`config.mk`:
```
export PLATFORM = sky130hd
export DESIGN_NAME = mem_responder
export DESIGN_NICKNAME = d
export VERILOG_FILES = /design/src/rtl/mem_responder.sv
export SDC_FILE = /design/constraint.sdc
export NUM_CORES = 1
export LEC_CHECK = 0
export CAP_MARGIN = 25
export CORE_AREA = 2 2 130 132
export CTS_CLUSTER_SIZE = 24
export DETAILED_ROUTE_END_ITERATION = 16
export DIE_AREA = 0 0 132 134
export PLACE_DENSITY = 0.73
export REMOVE_ABC_BUFFERS = 1
export SLEW_MARGIN = 20
export SYNTH_ARGS = -nofsm -noshare
export SYNTH_HDL_FRONTEND = slang
export SYNTH_SLANG_ARGS = --single-unit
```
`constraint.sdc`:
```
create_clock -name clk -period 1.6 [get_ports clk]
set_input_delay 0.24 -clock clk [delete_from_list [all_inputs] [get_ports clk]]
set_output_delay 0.24 -clock clk [all_outputs]
set_load 0.01 [all_outputs]
```
`src/rtl/mem_responder.sv`:
```
// mem_responder: arbitrates datapath fetch (i_*) and load/store (d_*) requests onto one single-port bus.
// Latency: request seen in IDLE -> bus strobe next cycle -> ack two cycles after request on a zero-wait bus.
// Backpressure: requesters hold their request until ack; one bus transaction in flight, bus may stall up to TIMEOUT_CYCLES.
//
// Ports:
//   clk, rst                       clock (rising edge) and asynchronous active-low reset
//   i_req, i_address               fetch request / word-aligned byte address, held until i_ack
//   instruction, i_ack             fetched word (held until next fetch) and one-cycle completion pulse
//   d_ren, d_wen, d_sel            load / store request (both high = store) with byte enables, held until d_ack
//   d_address, mem_store           data byte address and store data
//   memload, d_ack                 loaded word (held until next load) and one-cycle completion pulse
//   mem_err                        one-cycle pulse alongside i_ack/d_ack when the bus timed out
//   bus_adr/wdat/sel/we/stb        registered bus request, strobe held until bus_ack or timeout
//   bus_rdat, bus_ack              bus read data and completion
//
// Optional macro IFETCH_BUF_EN: one-entry fetch buffer; a repeated fetch of the buffered address
// is answered one cycle after the request without touching the bus.
module mem_responder #(
    parameter int          TIMEOUT_CYCLES = 64,
    parameter logic [31:0] ERR_DATA       = 32'hDEADBEEF,
    parameter logic [31:0] NOP_INSTR      = 32'h00000013
) (
    input  logic        clk,
    input  logic        rst,
    input  logic        i_req,
    input  logic [31:0] i_address,
    output logic [31:0] instruction,
    output logic        i_ack,
    input  logic        d_ren,
    input  logic        d_wen,
    input  logic [3:0]  d_sel,
    input  logic [31:0] d_address,
    input  logic [31:0] mem_store,
    output logic [31:0] memload,
    output logic        d_ack,
    output logic        mem_err,
    output logic [31:0] bus_adr,
    output logic [31:0] bus_wdat,
    output logic [3:0]  bus_sel,
    output logic        bus_we,
    output logic        bus_stb,
    input  logic [31:0] bus_rdat,
    input  logic        bus_ack
);

    localparam int            CW       = (TIMEOUT_CYCLES > 1) ? $clog2(TIMEOUT_CYCLES) : 1;
    localparam logic [CW-1:0] CNT_LAST = CW'(TIMEOUT_CYCLES - 1);

    typedef enum logic [1:0] {S_IDLE, S_BUS, S_ACK} state_t;
    typedef enum logic [1:0] {K_FETCH, K_LOAD, K_STORE} kind_t;

    state_t        state, state_nxt;
    kind_t         kind;
    logic [CW-1:0] counter;
    logic          accept_data;
    logic          accept_fetch;
    logic          bus_done;
    logic          bus_tmo;

`ifdef IFETCH_BUF_EN
    logic          buf_hit;
    logic          buf_vld;
    logic [31:0]   buf_adr;
    logic [31:0]   buf_dat;
`endif

    always_ff @(posedge clk or negedge rst) begin
        if (!rst) state <= S_IDLE;
        else      state <= state_nxt;
    end

    always_comb begin
        state_nxt    = state;
        accept_data  = 1'b0;
        accept_fetch = 1'b0;
        bus_done     = 1'b0;
        bus_tmo      = 1'b0;
`ifdef IFETCH_BUF_EN
        buf_hit      = 1'b0;
`endif
        case (state)
            S_IDLE: begin
                // Data port wins; a pending fetch is picked up in the next IDLE cycle.
                if (d_ren || d_wen) begin
                    accept_data = 1'b1;
                    state_nxt   = S_BUS;
                end else if (i_req) begin
`ifdef IFETCH_BUF_EN
                    if (buf_vld && (i_address == buf_adr)) begin
                        buf_hit   = 1'b1;
                        state_nxt = S_ACK;
                    end else begin
                        accept_fetch = 1'b1;
                        state_nxt    = S_BUS;
                    end
`else
                    accept_fetch = 1'b1;
                    state_nxt    = S_BUS;
`endif
                end
            end
            S_BUS: begin
                if (bus_ack) begin
                    bus_done  = 1'b1;
                    state_nxt = S_ACK;
                end else if (counter == CNT_LAST) begin
                    // This is the last strobe cycle; give up at the end of it.
                    bus_tmo   = 1'b1;
                    state_nxt = S_ACK;
                end
            end
            S_ACK:   state_nxt = S_IDLE;
            default: state_nxt = S_IDLE;
        endcase
    end

    always_ff @(posedge clk or negedge rst) begin
        if (!rst) begin
            kind        <= K_FETCH;
            counter     <= '0;
            instruction <= NOP_INSTR;
            memload     <= '0;
            i_ack       <= 1'b0;
            d_ack       <= 1'b0;
            mem_err     <= 1'b0;
            bus_adr     <= '0;
            bus_wdat    <= '0;
            bus_sel     <= '0;
            bus_we      <= 1'b0;
            bus_stb     <= 1'b0;
        end else begin
            i_ack   <= 1'b0;
            d_ack   <= 1'b0;
            mem_err <= 1'b0;
            if (accept_data) begin
                kind    <= d_wen ? K_STORE : K_LOAD;
                bus_adr <= d_address;
                bus_sel <= d_sel;
                bus_we  <= d_wen;
                if (d_wen) bus_wdat <= mem_store;
                bus_stb <= 1'b1;
                counter <= '0;
            end
            if (accept_fetch) begin
                kind    <= K_FETCH;
                bus_adr <= i_address;
                bus_sel <= 4'hF;
                bus_we  <= 1'b0;
                bus_stb <= 1'b1;
                counter <= '0;
            end
            if (bus_done || bus_tmo) begin
                bus_stb <= 1'b0;
                mem_err <= bus_tmo;
                case (kind)
                    K_FETCH: begin
                        instruction <= bus_done ? bus_rdat : ERR_DATA;
                        i_ack       <= 1'b1;
                    end
                    K_LOAD: begin
                        memload <= bus_done ? bus_rdat : ERR_DATA;
                        d_ack   <= 1'b1;
                    end
                    default: d_ack <= 1'b1;    // store: memload untouched
                endcase
            end else if (state == S_BUS) begin
                counter <= counter + CW'(1);
            end
`ifdef IFETCH_BUF_EN
            if (buf_hit) begin
                instruction <= buf_dat;
                i_ack       <= 1'b1;
            end
`endif
        end
    end

`ifdef IFETCH_BUF_EN
    always_ff @(posedge clk or negedge rst) begin
        if (!rst) begin
            buf_vld <= 1'b0;
            buf_adr <= '0;
            buf_dat <= '0;
        end else begin
            if (bus_done && (kind == K_FETCH)) begin
                buf_vld <= 1'b1;
                buf_adr <= bus_adr;
                buf_dat <= bus_rdat;
            end else if (bus_tmo && (kind == K_FETCH)) begin
                buf_vld <= 1'b0;
            end
            // A store to the buffered word makes the copy stale.
            if (accept_data && d_wen && (d_address[31:2] == buf_adr[31:2])) buf_vld <= 1'b0;
        end
    end
`endif

endmodule

```
==> results of run 1 <==
[final cells by class]
cell class	instances	area share, %
Tap cell	220	2.88
Sequential cell	146	38.3
Multi-Input combinational cell	256	19.2
Clock inverter	11	1.35
Timing Repair Buffer	309	33.4
Inverter	3	0.118
Clock buffer	21	4.82
[cells by family (layout without fill, tap and decap cells)]
family	Yosys count	after routing	synth area share (%)
AOI/OAI and AO/OA	150	150	19.3
DFF	146	146	65.3
and+or+nand+nor	70	70	5.58
muxes	33	33	6.63
buffers and inverters	33	344	2.64
xor gates and xnor gates	2	2	0.313
adders and majority gates	1	1	0.223
[path summary, 6_finish.rpt]
check,endpoint,slack (ns),cells after the start
min in group clk,bus_sel[3],0.41,2
setup / recovery,memload[24],0.04,1
setup reg to reg,bus_wdat[14],0.05,4
hold / removal,instruction[24],0.32,2
max in group asynchronous,instruction[1],0.69,3
hold reg to reg,memload[9],0.49,1
[sequential cells by signal, summed over array words and instances, names as in the netlist]
name / count
bus_adr: 32
bus_sel: 4
bus_stb: 1
bus_wdat: 32
counter: 6
d_ack: 1
i_ack: 1
instruction: 32
kind: 2
mem_err: 1
memload: 32
state: 2
[per-layer routing]
metal | vias to the layer above | GRT usage [%] | wire length [um]
met4 | 0 | 5.98 | 283
met1 | 2356 | 22.4 | 6530
met3 | 27 | 6.35 | 1330
met2 | 210 | 33.2 | 8640
li1 | 2213 | - | -
met5 | - | 0 | 0
[metrics by stage]
step / instances / setup TNS (ns)
global route: 966 / -0.0635
global placement: 932 / -9.89
CTS: 965 / -0.0264
floorplan: 405 / -78.56
detailed placement: 932 / -14.19
finish: 966 / 0
[cell usage in the layout (no fill, tap or decap), types with 11 or more instances in the layout]
cell             netlist  routed
a21oi_1               34      34
a22o_1                16      16
buf_4                  2      25
clkbuf_16              0      17
clkdlybuf4s50_1        0     227
dfrtp_1              143     141
dlygate4sd2_1          0      11
dlymetal6s2s_1         0      35
mux2_2                33      33
nor2_1                40      38
o22a_1                52      52
o22ai_1               33      33
[power by group through the flow]
stage	Combinational, W	Sequential (W)	Clock (W)
2_1_floorplan	0.00242	0.00724	0
3_3_place_gp	0.00799	0.00651	0
3_5_place_dp	0.00821	0.00659	0
4_1_cts	0.00817	0.00656	0.00401
5_1_grt	0.00858	0.00677	0.00418
6_report	0.00803	0.00655	0.00390
[repair_timing]
action,4_1_cts,5_1_grt
pin swaps,1,2
setup endpoints to repair,43,164
gates resized for setup,16,45
buffers inserted,0,1
gates cloned,0,0
hold buffers,1,0
hold endpoints to repair,34,0
==> reports/metrics.cfg, run 1 <==
[worst_setup_path]
critPathTopFamily = buffers and inverters
r2r-start = state[0]
cp_cell_sequence = clkdlybuf4s50_1
cp.required_ns = 1.36
cp-startpoint = memload[24]
path_class = register to primary output
cp.arrival_ns = 1.32
path_buf_inv = 1
max_stage_delay_ns = 0.55
cp-end-kind = primary output
crit_fanout = 2
cp_slowest_cell = clkdlybuf4s50_1
cp-start-kind = register

[synth]
seq_area_frac_synth_pct = 65.3
synth_area_um2 = 5600
synthDistinctLibCells = 35
syn_area_per_cell_um2 = 12.9
ys_ff_latch = 146
synth_edf_count = 0
ys_top_cells_by_count = 143 x dfrtp_1, 52 x o22a_1, 40 x nor2_1, 34 x a21oi_1
synth_flop_cell = dfrtp_1
synth_top_area_share_pct = 63.9
yosysWarnings = 0
syn_inst = 435
synth.most_common_cell = dfrtp_1
synth_top_cell_by_area = dfrtp_1
ys_async_sr_fraction_pct = 100
synth.area.top_cells = dfrtp_1 64%, o22a_1 8.1%, mux2_2 6.6%

[sta]
hold_viol = 0
slew_headroom_pct = 74.5
worst_slack_ns = 0.0427
tightestPinTransition_ns = 0.382
fmax_mhz = 642
min_period_over_period_pct = 97.3
fin_crit_ns = 1.56
slew_violations = 0
skew_ns = 0.00902
whs_ns = 0.317
setup_violations = 0
rsz0062_at_grt = yes

[floorplan]
die_w_um = 132
io_pins = 275
core_area_um2 = 16300
start_util_pct = 34.4
rows = 47
fp.dieH_um = 134
die_area_um2 = 17700

[clock_network]
cts_tree = done
cts_root_buffer = clkbuf_16
clk_pin_slew_ns = 0.06
cts_sinks = 146
insertion_delay_ns = 0.41
htree_levels = 4
cts_made_buffers = 17
cts_buffer_depth = 2

[detailed_routing]
vias_per_cell = 4.98
ant_nets = 0
first_pass_iters = 4
routed_wl_um = 16800
wl_per_cell_um = 17.4
drc = 0
first_iter_violations = 156
vias = 4806

[power_and_ir_drop]
leakage_nw = 4.16
p_int_w = 0.0126
p_clk_share_pct = 21.1
power_frac_seq_pct = 35.4
total_power_w = 0.0185
p_per_area_nw_per_um2 = 1930
comb_power_share_pct = 43.5
p_sw_w = 0.00588
ir_drop_v = 0.000895
p_sw_share_pct = 31.8

[cells_and_area]
drive_above_1_share_pct = 15.5
multi_input_area_um2 = 1830
area_delta_synth_final_pct = 70.7
fillCellCount = 1328
fin_area_um2 = 9560
antenna_cells = 0
seq_area_um2 = 3660
fin_util_pct = 58.7
nets = 872

[placed_design]
pre_cts_slack_ns = -0.192
port_buffers = 274
place_area_um2 = 8830
dp_hpwl_um = 12600
gp_congestion = 0.782

[grt]
grt_max_degree = 42
grtUsageTotal_pct = 19.1
grt_pass1_vias = 5048
grt_pass1_wl_um = 26700
antenna_found_initial = 0
overflow = 0

[worst_hold_path]
worstHoldPathType = input port to asynchronous set/reset pin

[status]
status = finished clean

[flow_run]
drv_cap = 0

(Power assumes the default switching activity.)
==> run 2, diff against run 1 <==
--- a/config.mk
+++ b/config.mk
@@ -6,11 +6,12 @@
 export NUM_CORES = 1
 export LEC_CHECK = 0
 export CAP_MARGIN = 25
-export CORE_AREA = 2 2 130 132
+export CORE_AREA = 2 2 127 129
 export CTS_CLUSTER_SIZE = 24
 export DETAILED_ROUTE_END_ITERATION = 16
-export DIE_AREA = 0 0 132 134
-export PLACE_DENSITY = 0.73
+export DIE_AREA = 0 0 129 131
+export HOLD_SLACK_MARGIN = 0.03
+export PLACE_DENSITY = 0.76
 export REMOVE_ABC_BUFFERS = 1
 export SLEW_MARGIN = 20
 export SYNTH_ARGS = -nofsm -noshare
==> run 2 against run 1 <==
  * Critical path depth grew 4
  * Final cell count is 0.72% lower
  * Worst hold slack got worse by 0.0039 ns
  * Power about the same
  * Highest routed layer unchanged
  * Sequential power down 0.6%
  * Global-route usage up 0.79 points
  * Register-to-register slack got worse by 0.03 ns
==> reports/metrics.cfg, run 2 (synthesized netlist as in run 1, its figures left out) <==
[power_and_ir_drop]
leakage_nw = 4.44  ; was 4.16 nW
p_per_area_nw_per_um2 = 1920  ; was 1930 nW/um2
ir_drop_v = 0.000997  ; was 0.000895 V
comb_power_share_pct = 43.1  ; was 43.5%
p_clk_share_pct = 21.7  ; was 21.1%
p_sw_w = 0.00586  ; was 0.00588 W
power_frac_seq_pct = 35.2  ; was 35.4%
p_sw_share_pct = 31.7  ; was 31.8%
p_int_w = 0.0126  ; about the same

[placed_design]
gp_congestion = 0.842  ; was 0.782
port_buffers = 274  ; unchanged
dp_hpwl_um = 12400  ; was 12600 um
pre_cts_slack_ns = -0.212  ; was -0.192 ns

[detailed_routing]
first_iter_violations = 224  ; was 156
first_pass_iters = 4  ; unchanged
vias = 4792  ; was 4806
wl_per_cell_um = 17.6  ; was 17.4 um
drc = 0  ; unchanged
routed_wl_um = 16900  ; was 16800 um
vias_per_cell = 5.00  ; was 4.98
ant_nets = 0  ; unchanged

[worst_setup_path]
cp-end-kind = register  ; was primary output
cp.arrival_ns = 1.92  ; was 1.32 ns
crit_fanout = 24  ; was 2
cp-start-kind = register  ; unchanged
path_class = register to register  ; was register to primary output
cp.required_ns = 1.94  ; was 1.36 ns

[sta]
slew_headroom_pct = 74.4  ; was 74.5%
setup_tns_ns = 0  ; unchanged
rsz0062_at_grt = yes  ; unchanged
worst_slack_ns = 0.0209  ; was 0.0427 ns
setup_violations = 0  ; unchanged
fmax_mhz = 633  ; was 642 MHz
slew_violations = 0  ; unchanged
hold_viol = 0  ; unchanged
fin_crit_ns = 1.58  ; was 1.56 ns
tightestPinTransition_ns = 0.384  ; was 0.382 ns
skew_ns = 0.00501  ; was 0.00902 ns
min_period_over_period_pct = 98.7  ; was 97.3%

[clock_network]
htree_levels = 4  ; unchanged
clk_pin_slew_ns = 0.06  ; about the same
cts_buffer_depth = 2  ; unchanged
cts_tree = done  ; unchanged
cts_sinks = 146  ; unchanged
cts_made_buffers = 17  ; unchanged
cts_root_buffer = clkbuf_16  ; unchanged
insertion_delay_ns = 0.41  ; about the same

[floorplan]
start_util_pct = 35.9  ; was 34.4%
die_w_um = 129  ; was 132 um
die_area_um2 = 16900  ; was 17700 um2
io_pins = 275  ; unchanged
rows = 46  ; was 47
fp.dieH_um = 131  ; was 134 um
core_area_um2 = 15600  ; was 16300 um2

[cells_and_area]
final_common_cell = clkdlybuf4s50_1  ; unchanged
antenna_cells = 0  ; unchanged
area_delta_synth_final_pct = 72.1  ; was 70.7%
final_cell_mix = 196 x clkdlybuf4s50_1, 142 x dfrtp_1, 69 x dlymetal6s2s_1, 52 x o22a_1, 39 x nor2_1  ; was 227 x clkdlybuf4s50_1, 141 x dfrtp_1, 52 x o22a_1, 38 x nor2_1, 35 x dlymetal6s2s_1
nets = 869  ; was 872
drive_above_1_share_pct = 15.1  ; was 15.5%

[grt]
overflow = 0  ; unchanged
grt_pass1_vias = 5019  ; was 5048
grtUsageTotal_pct = 19.9  ; was 19.1%
antenna_found_initial = 0  ; unchanged
grt_pass1_wl_um = 25700  ; was 26700 um
grt_max_degree = 40  ; was 42

[flow_run]
drv_cap = 0  ; unchanged

[status]
status = finished clean  ; unchanged

[worst_hold_path]
worstHoldPathType = input port to asynchronous set/reset pin  ; unchanged

==> run 2: changes by cell type in the layout (fill, tap and decap cells not counted), sizes merged <==
cell,change
dlymetal6s2s,+34
clkinvlp,+1
clkinv,+1
clkdlybuf4s50,-31
inv,-1
dlygate4sd2,-3
clkbuf,-2
bufinv,+1
buf,-3
==> run 2: per-stage QoR <==
step / util (%) / power (W) / hold slack (ns) / cells / instance area (um2)
final: 61.8 / 0.0185 / 0.313 / 959 / 9640
after global routing: 61.8 / 0.0196 / 0.330 / 959 / 9640
after CTS: 60.5 / 0.0188 / 0.307 / 959 / 9440
after detailed placement: 56.6 / 0.0148 / 0.176 / 925 / 8830
after global placement: 56.6 / 0.0145 / 0.177 / 925 / 8830
after floorplan: - / 0.00966 / -0.0556 / 405 / 5470
==> run 2: final cells by class <==
| class | instances | area, um2 |
|---|---|---|
| clock buffer | 19 | 443 |
| clock inverter | 13 | 159 |
| fill | 1182 | 5960 |
| inverter | 3 | 11.3 |
| multi-input combinational | 256 | 1820 |
| sequential | 146 | 3660 |
| tap | 216 | 270 |
| timing repair buffer | 306 | 3280 |
==> run 2: worst paths after layout <==
check / slack [ns] / start / cells past startpoint / end
min in group clk: 0.43 / bus_rdat[0] / 2 / instruction[0]
min: 0.31 / rst / 2 / instruction[24]
max reg2reg: 0.02 / state[1] / 5 / memload[3]
max: 0.02 / state[1] / 5 / memload[3]
min reg2reg: 0.49 / memload[26] / 1 / memload[26]
max in group asynchronous: 0.68 / rst / 3 / bus_adr[12]
==> run 2: worst max-delay path: stages (launching register included) <==
cell and delay [ns]:
dfrtp_1 0.43, nand2b_2 0.26, nor3b_4 0.24, and2_1 0.22
buf_12 0.18, o22a_1 0.18
==> run 2: per-layer routing <==
metal	up-vias	track usage [%]	wire length [um]
met1	2341	22.9	6520
met2	217	34.0	8620
met4	0	7.61	354
met5	-	0	0
li1	2208	-	-
met3	26	7.33	1370
==> run 2: power groups by stage <==
| stage | Sequential [W] | Combinational [W] | Clock [W] |
|---|---|---|---|
| after floorplan | 0.00724 | 0.00242 | 0 |
| after global placement | 0.00651 | 0.00802 | 0 |
| after detailed placement | 0.00658 | 0.00823 | 0 |
| after CTS | 0.00654 | 0.00821 | 0.00409 |
| after global routing | 0.00673 | 0.00855 | 0.00429 |
| final | 0.00651 | 0.00796 | 0.00401 |
==> run 2: timing repair <==
item / CTS / global route
pin swaps: 0 / 1
endpoints found under the hold margin: 31 / 0
buffers inserted: 1 / 0
resized for setup: 8 / 78
hold buffers: 1 / 0
endpoints found under the setup margin: 8 / 125
